===== src/rtl/scan_pattern_sequencer.sv =====
// Scan-test driver: shifts one stimulus pattern into a scan chain, applies one capture
// clock, shifts the response back out, compares it and keeps a saturating failure count.
module scan_pattern_sequencer #(
   parameter int CHAIN_LEN = 3,
   parameter int CNT_W     = 8
) (
   input  logic                 Clk,
   input  logic                 Clr,
   input  logic                 Start,
   input  logic [CHAIN_LEN-1:0] Pattern,
   input  logic [CHAIN_LEN-1:0] Expect,
   input  logic                 tdo,
   output logic                 tms,
   output logic                 tdi,
   output logic                 Busy,
   output logic                 Done,
   output logic [CHAIN_LEN-1:0] Response,
   output logic                 Pass,
   output logic [CNT_W-1:0]     FailCnt,
   output logic [2:0]           o_dbg_state
);

   localparam int CW = (CHAIN_LEN > 1) ? $clog2(CHAIN_LEN) : 1;
   localparam logic [CW-1:0] LAST = CW'(CHAIN_LEN - 1);

   typedef enum logic [2:0] {
      S_IDLE      = 3'd0,
      S_SHIFT_IN  = 3'd1,
      S_CAPTURE   = 3'd2,
      S_SHIFT_OUT = 3'd3,
      S_DONE      = 3'd4
   } state_t;

   state_t                r_state;
   state_t                w_state_nxt;
   logic [CW-1:0]         r_cnt;
   logic [CW-1:0]         w_cnt_nxt;
   logic                  w_accept;
   logic                  w_last;
   logic [CHAIN_LEN-1:0]  r_shift;
   logic [CHAIN_LEN-1:0]  w_shift_nxt;
   logic [CHAIN_LEN-1:0]  r_exp;
   logic [CHAIN_LEN-1:0]  r_resp;
   logic [CHAIN_LEN-1:0]  w_resp_nxt;
   logic                  w_resp_eq;
   logic                  r_tms;
   logic                  r_tdi;
   logic                  r_busy;
   logic                  r_done;
   logic                  r_pass;
   logic [CNT_W-1:0]      r_fail_cnt;

   assign w_last      = (r_cnt == LAST);
   assign w_shift_nxt = r_shift << 1;
   assign w_resp_nxt  = {r_resp[CHAIN_LEN-2:0], tdo};
   assign w_resp_eq   = (w_resp_nxt == r_exp);

   // Start/Busy handshake: Start is a request taken only on an IDLE edge; Busy marks the
   // cycles in which further requests are dropped (they are never queued).
   always_comb begin
      w_state_nxt = r_state;
      w_cnt_nxt   = r_cnt;
      w_accept    = 1'b0;
      case (r_state)
         S_IDLE: begin
            if (Start) begin
               w_accept    = 1'b1;
               w_state_nxt = S_SHIFT_IN;
               w_cnt_nxt   = '0;
            end
         end
         S_SHIFT_IN: begin
            if (w_last) begin
               w_state_nxt = S_CAPTURE;
               w_cnt_nxt   = '0;
            end else begin
               w_cnt_nxt = r_cnt + 1'b1;
            end
         end
         S_CAPTURE: begin
            w_state_nxt = S_SHIFT_OUT;
            w_cnt_nxt   = '0;
         end
         S_SHIFT_OUT: begin
            if (w_last) begin
               w_state_nxt = S_DONE;
               w_cnt_nxt   = '0;
            end else begin
               w_cnt_nxt = r_cnt + 1'b1;
            end
         end
         S_DONE:  w_state_nxt = S_IDLE;
         default: w_state_nxt = S_IDLE;
      endcase
   end

   always_ff @(posedge Clk or posedge Clr) begin
      if (Clr) begin
         r_state <= S_IDLE;
         r_cnt   <= '0;
      end else begin
         r_state <= w_state_nxt;
         r_cnt   <= w_cnt_nxt;
      end
   end

   // Outputs are decoded from the next state so they line up with the state they describe.
   always_ff @(posedge Clk or posedge Clr) begin
      if (Clr) begin
         r_tms      <= 1'b0;
         r_tdi      <= 1'b0;
         r_busy     <= 1'b0;
         r_done     <= 1'b0;
         r_shift    <= '0;
         r_exp      <= '0;
         r_resp     <= '0;
         r_pass     <= 1'b0;
         r_fail_cnt <= '0;
      end else begin
         r_tms  <= (w_state_nxt == S_SHIFT_IN) || (w_state_nxt == S_SHIFT_OUT);
         r_busy <= (w_state_nxt == S_SHIFT_IN) || (w_state_nxt == S_CAPTURE) ||
                   (w_state_nxt == S_SHIFT_OUT);
         r_done <= (w_state_nxt == S_DONE);

         if (w_accept) begin
            r_tdi <= Pattern[CHAIN_LEN-1];
         end else if (r_state == S_SHIFT_IN && !w_last) begin
            r_tdi <= w_shift_nxt[CHAIN_LEN-1];
         end else begin
            r_tdi <= 1'b0;
         end

         if (w_accept) begin
            r_shift <= Pattern;
            r_exp   <= Expect;
            r_pass  <= 1'b0;
         end else if (r_state == S_SHIFT_IN) begin
            r_shift <= w_shift_nxt;
         end

         // tdo is sampled before this edge's shift lands, so the first bit becomes the MSB.
         if (r_state == S_SHIFT_OUT) begin
            r_resp <= w_resp_nxt;
            if (w_last) begin
               r_pass <= w_resp_eq;
               if (!w_resp_eq && (r_fail_cnt != {CNT_W{1'b1}})) begin
                  r_fail_cnt <= r_fail_cnt + 1'b1;
               end
            end
         end
      end
   end

   assign tms         = r_tms;
   assign tdi         = r_tdi;
   assign Busy        = r_busy;
   assign Done        = r_done;
   assign Response    = r_resp;
   assign Pass        = r_pass;
   assign FailCnt     = r_fail_cnt;
   assign o_dbg_state = r_state;

endmodule


===== config.mk =====
export PLATFORM = sky130hd
export DESIGN_NAME = scan_pattern_sequencer
export DESIGN_NICKNAME = d
export VERILOG_FILES = /design/src/rtl/scan_pattern_sequencer.sv
export SDC_FILE = /design/constraint.sdc
export NUM_CORES = 1
export LEC_CHECK = 0
export CAP_MARGIN = 30
export CORE_ASPECT_RATIO = 1.2
export CORE_UTILIZATION = 40
export DETAILED_ROUTE_END_ITERATION = 10
export MAX_ROUTING_LAYER = met4
export PLACE_DENSITY = 0.68
export SLEW_MARGIN = 5
export SYNTH_ARGS = -nofsm -noshare
export SYNTH_HDL_FRONTEND = slang
export SYNTH_SLANG_ARGS = --single-unit

===== constraint.sdc =====
create_clock -name Clk -period 1.85 [get_ports Clk]
set_input_delay 0.37 -clock Clk [delete_from_list [all_inputs] [get_ports Clk]]
set_output_delay 0.37 -clock Clk [all_outputs]
set_load 0.01 [all_outputs]

## Word-level counts from Yosys, hierarchy flattened

Cells that the tools add are included.
W data, S select, Z words.

- Flip-flop bits (word level): 26
- Input port bits: 10
- Output and inout bits: 19

- Add/sub/neg operators: 2
- Equal/unequal tests: 11
- Reduce and logical (&&, ||, !) cells: 13
- Mux-type cells: 16

Operators with widths:

| kind | number |
|---|---|
| $eq A3 B2 Y1 const B | 4 |
| $pmux W3 S4 | 1 |
| $mux W3 | 3 |
| $add A8 B1 Y8 const B | 1 |
| $mux W2 | 4 |
| $ne A8 B8 Y1 const B | 1 |
| $mux W1 | 7 |
| $eq A3 B1 Y1 const B | 2 |
| $pmux W2 S3 | 1 |
| $eq A3 B3 Y1 | 1 |
| $eq A3 B3 Y1 const B | 1 |
| $logic_not A3 Y1 | 1 |
| $logic_or A1 B1 Y1 | 3 |
| $reduce_and A3 Y1 | 1 |
| $reduce_bool A3 Y1 | 1 |
| $add A2 B1 Y2 const B | 1 |
| $eq A2 B2 Y1 const B | 1 |
| $logic_and A1 B1 Y1 | 2 |
| $logic_not A1 Y1 | 2 |
| $ne A2 B2 Y1 const B | 1 |
| $reduce_and A2 Y1 | 1 |
| $reduce_bool A2 Y1 | 1 |
| $reduce_or A2 Y1 | 1 |

## Logic depth before layout (Yosys ltp)

- Depth in word-level cells: 6
- Gate-level depth with buffers: 6

## Worst setup path before layout

No wires, ideal clock.

- Path type: register to register
- Start point: register r_fail_cnt[0] (netlist: FailCnt[0])
- End point: register r_fail_cnt[1] (netlist: FailCnt[1])
- Slack: 0.019 ns
- Setup time: 0.128 ns
- Arrival: 1.703 ns
- Path buffers: 1
- Stages on the path, launching flop included: 7
- Period minus slack after synthesis: 1.831 ns
- Path through: dfrtp_1 ha_1 and3_1 and3_1 buf_2 nor3_2 mux2_1

- Longest elaborated chain between the ends: 3

Ends and longest elaborated chain:

| element | line | text |
|---|---|---|
| start, declared | 51 | `logic [CNT_W-1:0] r_fail_cnt;` |
| start signal, assigned | 147 | `r_fail_cnt <= r_fail_cnt + 1'b1;` |
| parallel branches: the longest is 3 deep, another holds $add A8 B1 Y8 | -- |  |

Parallel ways; which one is timed is not known.
A chain may end at the register's enable or synchronous reset.

## Worst setup path after layout

- Start point: register r_fail_cnt[1] (netlist: FailCnt[1])
- End point: register r_fail_cnt[3] (netlist: FailCnt[3])

The elaborated chain is that of the path after synthesis.

==> impl_metrics.tcl <==
set metrics [dict create \
    final_antenna_net_count 0 \
    clk_path_buf_depth 2 \
    syn_inst 94 \
    diodes 0 \
    hold_viol_final 0 \
    rsz0062_at_grt "yes" \
    cp_common_cell "and3_1" \
    pwr-share-seq 0.377 \
    cp-startpoint "FailCnt[1]" \
    start_util 0.428 \
    setup_viol 0 \
    drv_cap 0 \
    drtIter0Drc 13 \
    cts_tree "done" \
    cp_max_fo 4 \
    synth_seq_area_share 0.536 \
    status "finished, final reports clean" \
    die-area_um2 3260 \
    crit_end "FailCnt[3]" \
    relSlewSlack 0.764 \
    drive_gt1_frac 0.275 \
    finalWirelength_um 2350 \
    fill_cells 259 \
    rows 21 \
    dp_cells 165 \
    ys_ff_latch 26 \
    synth_edf_count 0 \
    antenna_found_initial 0 \
    area_growth_syn_to_layout_pct 38.5 \
    die_x_um 52.3 \
    p_clk_frac 0.163 \
    clk-insertion-delay-late_ns 0.33 \
    drv_slew 0 \
    worstMarginPinSlew_ns 0.354 \
    ys.flop_type "dfrtp_1" \
    place_congestion 0.724 \
    hold_buffers 0 \
    cts_buffers 3 \
    ys_async_sr_fraction 1.00 \
    vias 854 \
    htreeDepth 1 \
    p_comb_frac 0.460 \
    post-dp-hpwl_um 1750 \
    tns_ns 0 \
    grt_max_degree 27 \
    slowest_stage "dfrtp_1" \
    fmax_mhz 564 \
    p_int_uw 1620 \
    dr.pass1.iters 4 \
    grt_pass1_vias 938 \
    criticalPathCategory "reg -> reg" \
    reg2reg_depth 6 \
    fin_cells 172 \
    grt_overflow_total 0 \
    syn_nets 105 \
    crit_path_max_incr_delay_ns 0.44 \
    min_period_ns 1.77 \
    crit_chain "ha_1 -> and3_1 -> and3_1 -> buf_4 -> nor4b_2 -> xor2_1" \
    r2r-end "FailCnt[3]" \
    detail_route.wl_per_cell_um 13.7 \
    cellLeakagePower_uw 0.000783 \
    critPathCaptureType "flop" \
    die_y_um 62.3 \
    min_path_type "in -> async" \
    critPathRequiredTime_ns 2.11 \
    p_sw_frac 0.333 \
    r2r_setup_slack_ns 0.08 \
    postSynthAreaPerCell_um2 12.9 \
    yosysUniqueCellTypes 30 \
    yosys_warnings 0 \
    num-nets-final 150 \
    clock-sinks 26 \
    clockRootBuffer "clkbuf_4" \
    startpoint_type "flop" \
    syn_area_um2 1210 \
    clk_pin_slew_worst_paths_ns 0.15 \
    max-vdd-ir-drop_mv 0.836 \
    portBuffers 28 \
    skew_ns 0.0109 \
    critPathArrivalTime_ns 2.03 \
    vias_per_cell 4.97 \
    io_pins 29 \
    switchingPower_uw 808 \
    drc 0 \
    core_area_um2 2840 \
    grt_first_pass_wirelength_um 4060 \
    grtUsageTotal 0.170 \
    rr_startpoint "FailCnt[1]" \
    pwr_density_cell_nw_per_um2 1440 \
    fin_crit_sh 0.958 \
]
==> layout by cell type, fill, tap and decap left out, types with 2 or more instances in the layout <==
| master | netlist | layout |
|---|---|---|
| and2_2 | 2 | 2 |
| and3_1 | 4 | 4 |
| buf_4 | 1 | 15 |
| clkbuf_4 | 0 | 3 |
| clkdlybuf4s50_1 | 0 | 27 |
| dfrtp_1 | 26 | 26 |
| inv_1 | 4 | 4 |
| mux2_2 | 6 | 6 |
| nand2_1 | 5 | 5 |
| nand2b_1 | 2 | 2 |
| nand3_1 | 3 | 3 |
| nor2_1 | 4 | 4 |
| nor4_2 | 2 | 2 |
| nor4b_2 | 4 | 4 |
| o21ai_0 | 4 | 4 |
| xor2_1 | 11 | 11 |
==> stage by stage <==
stage | area [um^2] | hold WS [ns] | setup slack (ns) | power (uW) | utilization
after floorplan | 1210 | 0.410 | 0.0192 | 1510 | -
after detailed placement | 1600 | 0.477 | -0.0361 | 2020 | 0.565
after global routing | 1680 | 0.405 | -0.0272 | 2590 | 0.592
final | 1680 | 0.376 | 0.0777 | 2430 | 0.592
after CTS | 1660 | 0.381 | 0.0225 | 2410 | 0.583
after global placement | 1600 | 0.467 | -0.0232 | 1980 | 0.565
==> synthesized netlist by cell type (all sizes together), types with 2 or more instances <==
| library cell | instances | area share |
|---|---|---|
| nand2 | 5 | 0.015 |
| nor3 | 3 | 0.026 |
| inv | 4 | 0.012 |
| o21ai | 4 | 0.016 |
| dfrtp | 26 | 0.54 |
| and2 | 2 | 0.012 |
| nor2 | 4 | 0.012 |
| nand3 | 3 | 0.012 |
| and3 | 4 | 0.021 |
| nor4 | 3 | 0.038 |
| xor2 | 11 | 0.079 |
| mux2 | 7 | 0.065 |
| buf | 3 | 0.020 |
| nand2b | 2 | 0.010 |
| nor4b | 4 | 0.049 |
==> repair_timing <==
| action | CTS | global route |
|---|---|---|
| gates resized for setup | 0 | 1 |
| buffers inserted | 0 | 3 |
| setup endpoints to repair | 0 | 5 |
==> critical path: cells and delay by family (launching register included) <==
family	cells	cell delay, ns
xor+xnor	1	0.16
fa+ha+maj	1	0.20
buf+inv	1	0.16
flops	1	0.44
simple gates	3	0.72
==> power by group through the flow <==
stage                     sequential [uW]  clock [uW]  combinational, uW
after floorplan                       994           0                513
after global placement                923           0               1060
after detailed placement              935           0               1080
after CTS                             925         403               1080
after global routing                  940         423               1230
final                                 915         396               1110
==> sequential cells by signal, summed over array words and instances, names as in the netlist <==
register,cells
o_dbg_state,3
r_cnt,2
tms,1
r_shift,2
Response,3
tdi,1
FailCnt,8
Pass,1
Done,1
Busy,1
r_exp,3
==> area by class of cell <==
cell class	count	area [um^2]	area share
inverter	4	15.0	0.00894
tap	34	42.5	0.0253
clock inverter	1	30.0	0.0179
clock buffer	3	22.5	0.0134
timing repair buffer	43	395	0.235
sequential	26	651	0.387
multi-input combinational	61	524	0.312
==> kinds of logic after synthesis <==
kind of cell,synth area share
XOR/XNOR,0.0794
flip-flops,0.536
adder cells (fa/ha/maj),0.0103
AO/OA/AOI/OAI,0.0454
buffers and inverters,0.0320
multiplexers,0.0649
AND/OR/NAND/NOR,0.232
==> metal layers <==
metal  wire [um]  GRT usage  up-vias
li1            -          -      416
met1        1020      0.204      417
met2        1230      0.282       19
met3          75     0.0221        2
met4          20     0.0691        0
met5           0          -        -
==> worst min-delay path by stage <==
stage | cells past startpoint | start | end | slack (ns)
6_report | 3 | Clr | FailCnt[1] | 0.38
3_5_place_dp | 2 | r_shift[1] | r_shift[1] | 0.48
5_1_grt | 3 | Clr | Response[2] | 0.41
3_3_place_gp | 2 | r_shift[1] | r_shift[1] | 0.47
2_1_floorplan | 1 | Clr | Busy | 0.41
4_1_cts | 3 | Clr | Done | 0.38
Power figures use the tool's default switching activity.
